**config.mk**
```make
export PLATFORM = sky130hd
export DESIGN_NAME = nibble_serial_addsub
export DESIGN_NICKNAME = d
export VERILOG_FILES = /design/src/rtl/nibble_serial_addsub.sv
export SDC_FILE = /design/constraint.sdc
export NUM_CORES = 1
export LEC_CHECK = 0
export CAP_MARGIN = 10
export CORE_ASPECT_RATIO = 0.75
export CORE_MARGIN = 3
export CORE_UTILIZATION = 50
export CTS_CLUSTER_DIAMETER = 80
export DETAILED_ROUTE_END_ITERATION = 12
export PLACE_DENSITY_LB_ADDON = 0.25
export SLEW_MARGIN = 10
export SYNTH_ARGS = -nofsm -noshare
export SYNTH_HDL_FRONTEND = slang
export SYNTH_SLANG_ARGS = --single-unit
```
**constraint.sdc**
```tcl
create_clock -name i_clk -period 4.4 [get_ports i_clk]
set_clock_uncertainty 0.05 [all_clocks]
set_input_delay 1.32 -clock i_clk [delete_from_list [all_inputs] [get_ports i_clk]]
set_output_delay 1.32 -clock i_clk [all_outputs]
set_load 0.01 [all_outputs]
```
**src/rtl/nibble_serial_addsub.sv**
```systemverilog
// nibble_serial_addsub: multi-cycle add/subtract that time-shares one 4-bit
// ripple-carry slice across NIBBLES nibbles, LSB nibble first.
// Ports:
//   i_clk    rising-edge clock
//   i_rst_n  synchronous active-low reset
//   i_start  request, accepted in IDLE or DONE
//   i_sub    0 = a+b, 1 = a-b (sampled with start)
//   i_a/i_b  operands, 4*NIBBLES bits (sampled with start)
//   o_busy   high while nibbles are processed
//   o_done   one-cycle pulse, results valid in the same cycle
//   o_sum    registered result
//   o_c_out  carry out of MSB nibble (sub: 1 = no borrow)
//   o_ovf    signed two's-complement overflow
//   o_zero   result is zero
module nibble_serial_addsub #(
    parameter int unsigned NIBBLES = 4
) (
    input  logic                   i_clk,
    input  logic                   i_rst_n,
    input  logic                   i_start,
    input  logic                   i_sub,
    input  logic [4*NIBBLES-1:0]   i_a,
    input  logic [4*NIBBLES-1:0]   i_b,
    output logic                   o_busy,
    output logic                   o_done,
    output logic [4*NIBBLES-1:0]   o_sum,
    output logic                   o_c_out,
    output logic                   o_ovf,
    output logic                   o_zero
);

    localparam int unsigned W     = 4 * NIBBLES;
    localparam int unsigned IDX_W = (NIBBLES > 1) ? $clog2(NIBBLES) : 1;

    typedef enum logic [1:0] {
        S_IDLE = 2'd0,
        S_RUN  = 2'd1,
        S_DONE = 2'd2
    } state_t;

    state_t             r_state;
    state_t             w_state_nxt;
    logic               w_accept;
    logic               w_last;

    logic [IDX_W-1:0]   r_idx;
    logic               r_carry;
    logic [W-1:0]       r_op_a;
    logic [W-1:0]       r_op_b;
    logic [W-1:0]       r_acc;

    logic [IDX_W+1:0]   w_base;
    logic [3:0]         w_nib_a;
    logic [3:0]         w_nib_b;
    logic [4:0]         w_slice;
    logic [W-1:0]       w_acc_nxt;

    logic               r_busy;
    logic               r_done;
    logic [W-1:0]       r_sum;
    logic               r_c_out;
    logic               r_ovf;
    logic               r_zero;

    // State register
    always_ff @(posedge i_clk) begin
        if (!i_rst_n) begin
            r_state <= S_IDLE;
        end else begin
            r_state <= w_state_nxt;
        end
    end

    // Next-state decode; accept is shared by IDLE and DONE for back-to-back ops
    always_comb begin
        w_state_nxt = r_state;
        w_accept    = 1'b0;
        w_last      = 1'b0;
        case (r_state)
            S_IDLE: begin
                if (i_start) begin
                    w_accept    = 1'b1;
                    w_state_nxt = S_RUN;
                end
            end
            S_RUN: begin
                if (r_idx == IDX_W'(NIBBLES - 1)) begin
                    w_last      = 1'b1;
                    w_state_nxt = S_DONE;
                end
            end
            S_DONE: begin
                if (i_start) begin
                    w_accept    = 1'b1;
                    w_state_nxt = S_RUN;
                end else begin
                    w_state_nxt = S_IDLE;
                end
            end
            default: w_state_nxt = S_IDLE;
        endcase
    end

    // Shared 4-bit slice fed by the current nibble of each operand
    assign w_base  = {r_idx, 2'b00};
    assign w_nib_a = r_op_a[w_base +: 4];
    assign w_nib_b = r_op_b[w_base +: 4];
    assign w_slice = 5'(w_nib_a) + 5'(w_nib_b) + 5'(r_carry);

    // Accumulator including the nibble being produced this cycle
    always_comb begin
        w_acc_nxt                = r_acc;
        w_acc_nxt[w_base +: 4]   = w_slice[3:0];
    end

    // Datapath and registered outputs
    always_ff @(posedge i_clk) begin
        if (!i_rst_n) begin
            r_idx   <= '0;
            r_carry <= 1'b0;
            r_op_a  <= '0;
            r_op_b  <= '0;
            r_acc   <= '0;
            r_busy  <= 1'b0;
            r_done  <= 1'b0;
            r_sum   <= '0;
            r_c_out <= 1'b0;
            r_ovf   <= 1'b0;
            r_zero  <= 1'b0;
        end else begin
            r_busy <= (w_state_nxt == S_RUN);
            r_done <= (w_state_nxt == S_DONE);
            if (w_accept) begin
                // Subtraction as a + ~b + 1: invert b once, seed carry with sub
                r_op_a  <= i_a;
                r_op_b  <= i_sub ? ~i_b : i_b;
                r_carry <= i_sub;
                r_idx   <= '0;
            end else if (r_state == S_RUN) begin
                r_acc   <= w_acc_nxt;
                r_carry <= w_slice[4];
                r_idx   <= w_last ? '0 : r_idx + IDX_W'(1);
                if (w_last) begin
                    r_sum   <= w_acc_nxt;
                    r_c_out <= w_slice[4];
                    r_ovf   <= (r_op_a[W-1] == r_op_b[W-1]) &&
                               (w_acc_nxt[W-1] != r_op_a[W-1]);
                    r_zero  <= (w_acc_nxt == '0);
                end
            end
        end
    end

    assign o_busy  = r_busy;
    assign o_done  = r_done;
    assign o_sum   = r_sum;
    assign o_c_out = r_c_out;
    assign o_ovf   = r_ovf;
    assign o_zero  = r_zero;

endmodule

```
==> results by group <==
Timing
  – Fin Setup TNS: 0 ns
  – Final-layout worst hold slack: between 0.4 and 0.5 ns
  – Share of the cycle needed by the critical path after routing: about four fifths
  – Total setup violations reported at the end of the flow: 0
  – Worst slew slack as a fraction of its limit: 31.89%
  – Final max-slew violation count: 0
  – Number of hold violations in the final report: 0
  – Min cycle time layout: 3.559 ns
  – Transition time of the tightest slew-check pin: roughly 1.0 ns
  – Unrepaired setup endpoints after global routing: false
  – Achievable Freq: between 200 and 300 MHz

Routing
  – DRT Wirelength: approximately 8100 um
  – Remaining design rule violation count: 0
  – DRT Pass-1 Iters: 5
  – Wire length per cell: roughly 16 um
  – Vias after detailed routing: ~2.9k
  – Vias per inst: 5.676
  – Starting DRC count in detailed routing: 232
  – Post-DRT Antenna Nets: 0

Power
  – PD cells: roughly 370 mW/mm^2
  – Maximum vdd ir drop: between 200 and 250 uV
  – Reported leakage power: around 1.5 nW

Global route
  – Vias in the first global route: approximately 2.8k
  – Global-route wire length before repair: 13370 um
  – Pin count of the biggest net entering global routing: between 50 and 60
  – Total overflow reported by the global router: 0
  – Antenna violations before repair: 0
  – Global-route total usage across every layer: a little over a fifth

Worst hold path
  – Class of the tightest hold or removal check: flip-flop to flip-flop

Synthesis
  – Yosys cell types: 43
  – Post-synthesis cell type with the largest combined area: sky130_fd_sc_hd__dfxtp_1
  – Top cell type's share of synthesized area: between 40 and 50%
  – Yosys warns: 0
  – Total standard cell area after synthesis: 0.003451 sq mm
  – Number of cells produced by synthesis: between 300 and 400
  – Net count after synthesis: about 430
  – Mean post-synth cell area: about 9 sq um
  – Portion of the post-synthesis area used by sequential elements: between 40% and 50%
  – Number of storage elements in the synthesis netlist: 74
  – Top post-synthesis cells by area: sky130_fd_sc_hd__dfxtp_1 (43%), sky130_fd_sc_hd__a211oi_1 (8.0%), sky130_fd_sc_hd__nor2_1 (5.7%)

Layout
  – Commonest non-fill, non-tap cell in the layout: sky130_fd_sc_hd__dfxtp_1
  – Commonest cells after routing, fill and taps aside: sky130_fd_sc_hd__dfxtp_1 (74), sky130_fd_sc_hd__clkdlybuf4s50_1 (56), sky130_fd_sc_hd__nor2_1 (52)
  – Share of post-route cells with drive strength above 1: under 10%
  – Fill cell count: between 500 and 600
  – Net total in the final layout: 474
  – N_diodes: 0
  – Layout Area Growth over Synthesis: 22.99%

Setup path
  – Buf/Inv on CP: 1
  – Worst setup path endpoint: o_zero
  – Worst-path cell with the longest stage delay: sky130_fd_sc_hd__dfxtp_1
  – Count of cells along the worst register-to-register path: 9
  – Worst Path Max Fanout: 21
  – Worst r2r dst: o_zero
  – Top delay family on crit path: compound AO/OA/AOI/OAI gates
  – Worst setup slack for register-to-register paths: about 0.84 ns
  – Required time of the worst setup path: 4.63 ns
  – Worst R2R Start: r_idx[0]
  – WP data arrival: 3.79 ns
  – Crit path cell chain: mux4_2 > fa_1 > inv_1 > fa_1 > xnor2_1 > a21oi_1 > o2111ai_1 > a2111o_1 > o21ai_2
  – Crit path from: r_idx[0]
  – Cell seen most often among critical-path stages: sky130_fd_sc_hd__fa_1
  – Critical Path Source Type: flip-flop
  – Largest stage delay, worst path: roughly 0.94 ns
  – Worst Setup End Kind: flip-flop
  – CP Class: flip-flop to flip-flop
  – Number of logic stages on the critical path including buffering: 9

Clocking
  – CTS tree: yes
  – Setup repair bufs after CTS: 0
  – Maximum number of buffers from clock root to sink: 2
  – Clock latency reported for the late side of the worst-skew pair: roughly 0.35 ns
  – H-tree lvl count: 3
  – Total number of clock tree sinks: 74
  – Total of cells resized after clock tree synthesis: 0
  – Total CTS buffers: 9
  – CTS Hold Bufs: 0
  – CTS root buf: sky130_fd_sc_hd__clkbuf_8
  – Worst-path clk slew: about 0.080 ns

Die
  – Die extent in x: 101.9 um
  – Die Outline Area: around 0.0079 sq mm
  – Initial core utilization: 53.04%
  – Floorplan row count: 25
  – I/O pin total: 57
  – Placeable Area: approximately 0.0065 sq mm
  – Die Ht: 77.95 um

Placement
  – Routability Congestion: between 0.8 and 0.9
  – Detail Placement HPWL: between 5000 and 6000 um
  – Input/output buffers: 56

Outcome
  – Outcome: finished, final reports clean

Flow run
  – Reported max-cap violation count: 0
==> where the power goes <==
group          total, mW  switching [mW]  internal, mW
registers          0.734          0.0285         0.706
logic              0.245           0.132         0.114
clock network      0.575           0.257         0.318
total               1.55           0.417          1.14
==> sequential cells by signal (all words and copies together), names as in the netlist <==
register  cells
o_busy        1
o_c_out       1
o_done        1
o_ovf         1
o_sum        16
o_zero        1
r_acc        16
r_carry       1
r_idx         2
r_op_a       16
r_op_b       16
r_state       2
==> worst min path at each step <==
stage / start / endpoint / slack, ns / depth (start not counted)
global placement: r_op_a[6] / r_op_a[6] / 0.39 / 2
global route: r_op_a[8] / r_op_a[8] / 0.44 / 2
detailed placement: r_op_a[8] / r_op_a[8] / 0.40 / 2
finish: r_op_a[8] / r_op_a[8] / 0.41 / 2
CTS: r_op_a[6] / r_op_a[6] / 0.41 / 2
floorplan: r_op_a[10] / r_op_a[10] / 0.38 / 2
==> metrics by stage <==
| stage | utilization [%] | total power [mW] | instance area [sq um] | setup WS [ns] | instances |
|---|---|---|---|---|---|
| 4_1_cts | 65.23 | 1.558 | 4244 | 0.8796 | 513 |
| 3_5_place_dp | 61.88 | 0.9922 | 4026 | 0.9082 | 497 |
| 6_report | 65.23 | 1.555 | 4244 | 0.8407 | 513 |
| 3_3_place_gp | 61.88 | 0.9852 | 4026 | 1.002 | 497 |
| 5_1_grt | 65.23 | 1.621 | 4244 | 0.6426 | 513 |
| 2_1_floorplan | - | 0.9091 | 3451 | 1.396 | 384 |
==> layout make-up <==
cell class | count | area, sq um | area share, %
Inverter | 8 | 30.03 | 0.7075
Tap cell | 81 | 101.3 | 2.388
Clock buffer | 9 | 123.9 | 2.919
Clock inverter | 7 | 93.84 | 2.211
Sequential cell | 74 | 1481 | 34.91
Timing Repair Buffer | 61 | 598.1 | 14.09
Multi-Input combinational cell | 273 | 1815 | 42.78
==> per-layer routing <==
layer	part of all wire, %	global-route usage [%]	vias to the layer above
met3	7.9	5.930	11
met1	48	30.75	1339
li1	-	-	1443
met4	1.2	5.898	0
met2	43	31.66	119
met5	0	0	-
==> cell families after synthesis <==
group	Yosys count	share of synthesized area (%)
xor gates and xnor gates	18	4.568
AOI/OAI and AO/OA	104	19.98
and+or+nand+nor	132	18.13
adders and majority gates	11	4.424
muxes	8	5.221
buffers and inverters	37	4.750
DFF	74	42.93
==> worst reg2reg max path, stage by stage, from the launching register on <==
cell,delay [ns]
sky130_fd_sc_hd__dfxtp_1,0.94
sky130_fd_sc_hd__mux4_2,0.62
sky130_fd_sc_hd__fa_1,0.42
sky130_fd_sc_hd__inv_1,0.09
sky130_fd_sc_hd__fa_1,0.20
sky130_fd_sc_hd__xnor2_1,0.21
sky130_fd_sc_hd__a21oi_1,0.34
sky130_fd_sc_hd__o2111ai_1,0.19
sky130_fd_sc_hd__a2111o_1,0.38
sky130_fd_sc_hd__o21ai_2,0.06
==> synth_stat cells, drive strengths merged <==
| cell type | count |
|---|---|
| a41oi | 2 |
| nand3 | 1 |
| xnor2 | 18 |
| and2b | 4 |
| a31oi | 8 |
| a2111o | 1 |
| o2111ai | 2 |
| a211o | 1 |
| nor2b | 14 |
| nand2 | 45 |
| clkinv | 1 |
| o21ai | 9 |
| a21oi | 35 |
| nand3b | 1 |
| and2 | 1 |
| nor3 | 1 |
| o31ai | 1 |
| nor4bb | 1 |
| nor2 | 52 |
| a211oi | 37 |
| inv | 7 |
| nand4 | 1 |
| dfxtp | 74 |
| mux4 | 8 |
| clkbuf | 18 |
| nand2b | 5 |
| and4 | 1 |
| a21o | 3 |
| and4bb | 2 |
| fa | 2 |
| buf | 11 |
| ha | 9 |
| o21bai | 1 |
| a32oi | 4 |
| and4b | 3 |
Note: power is estimated with default switching activity, not from simulation.
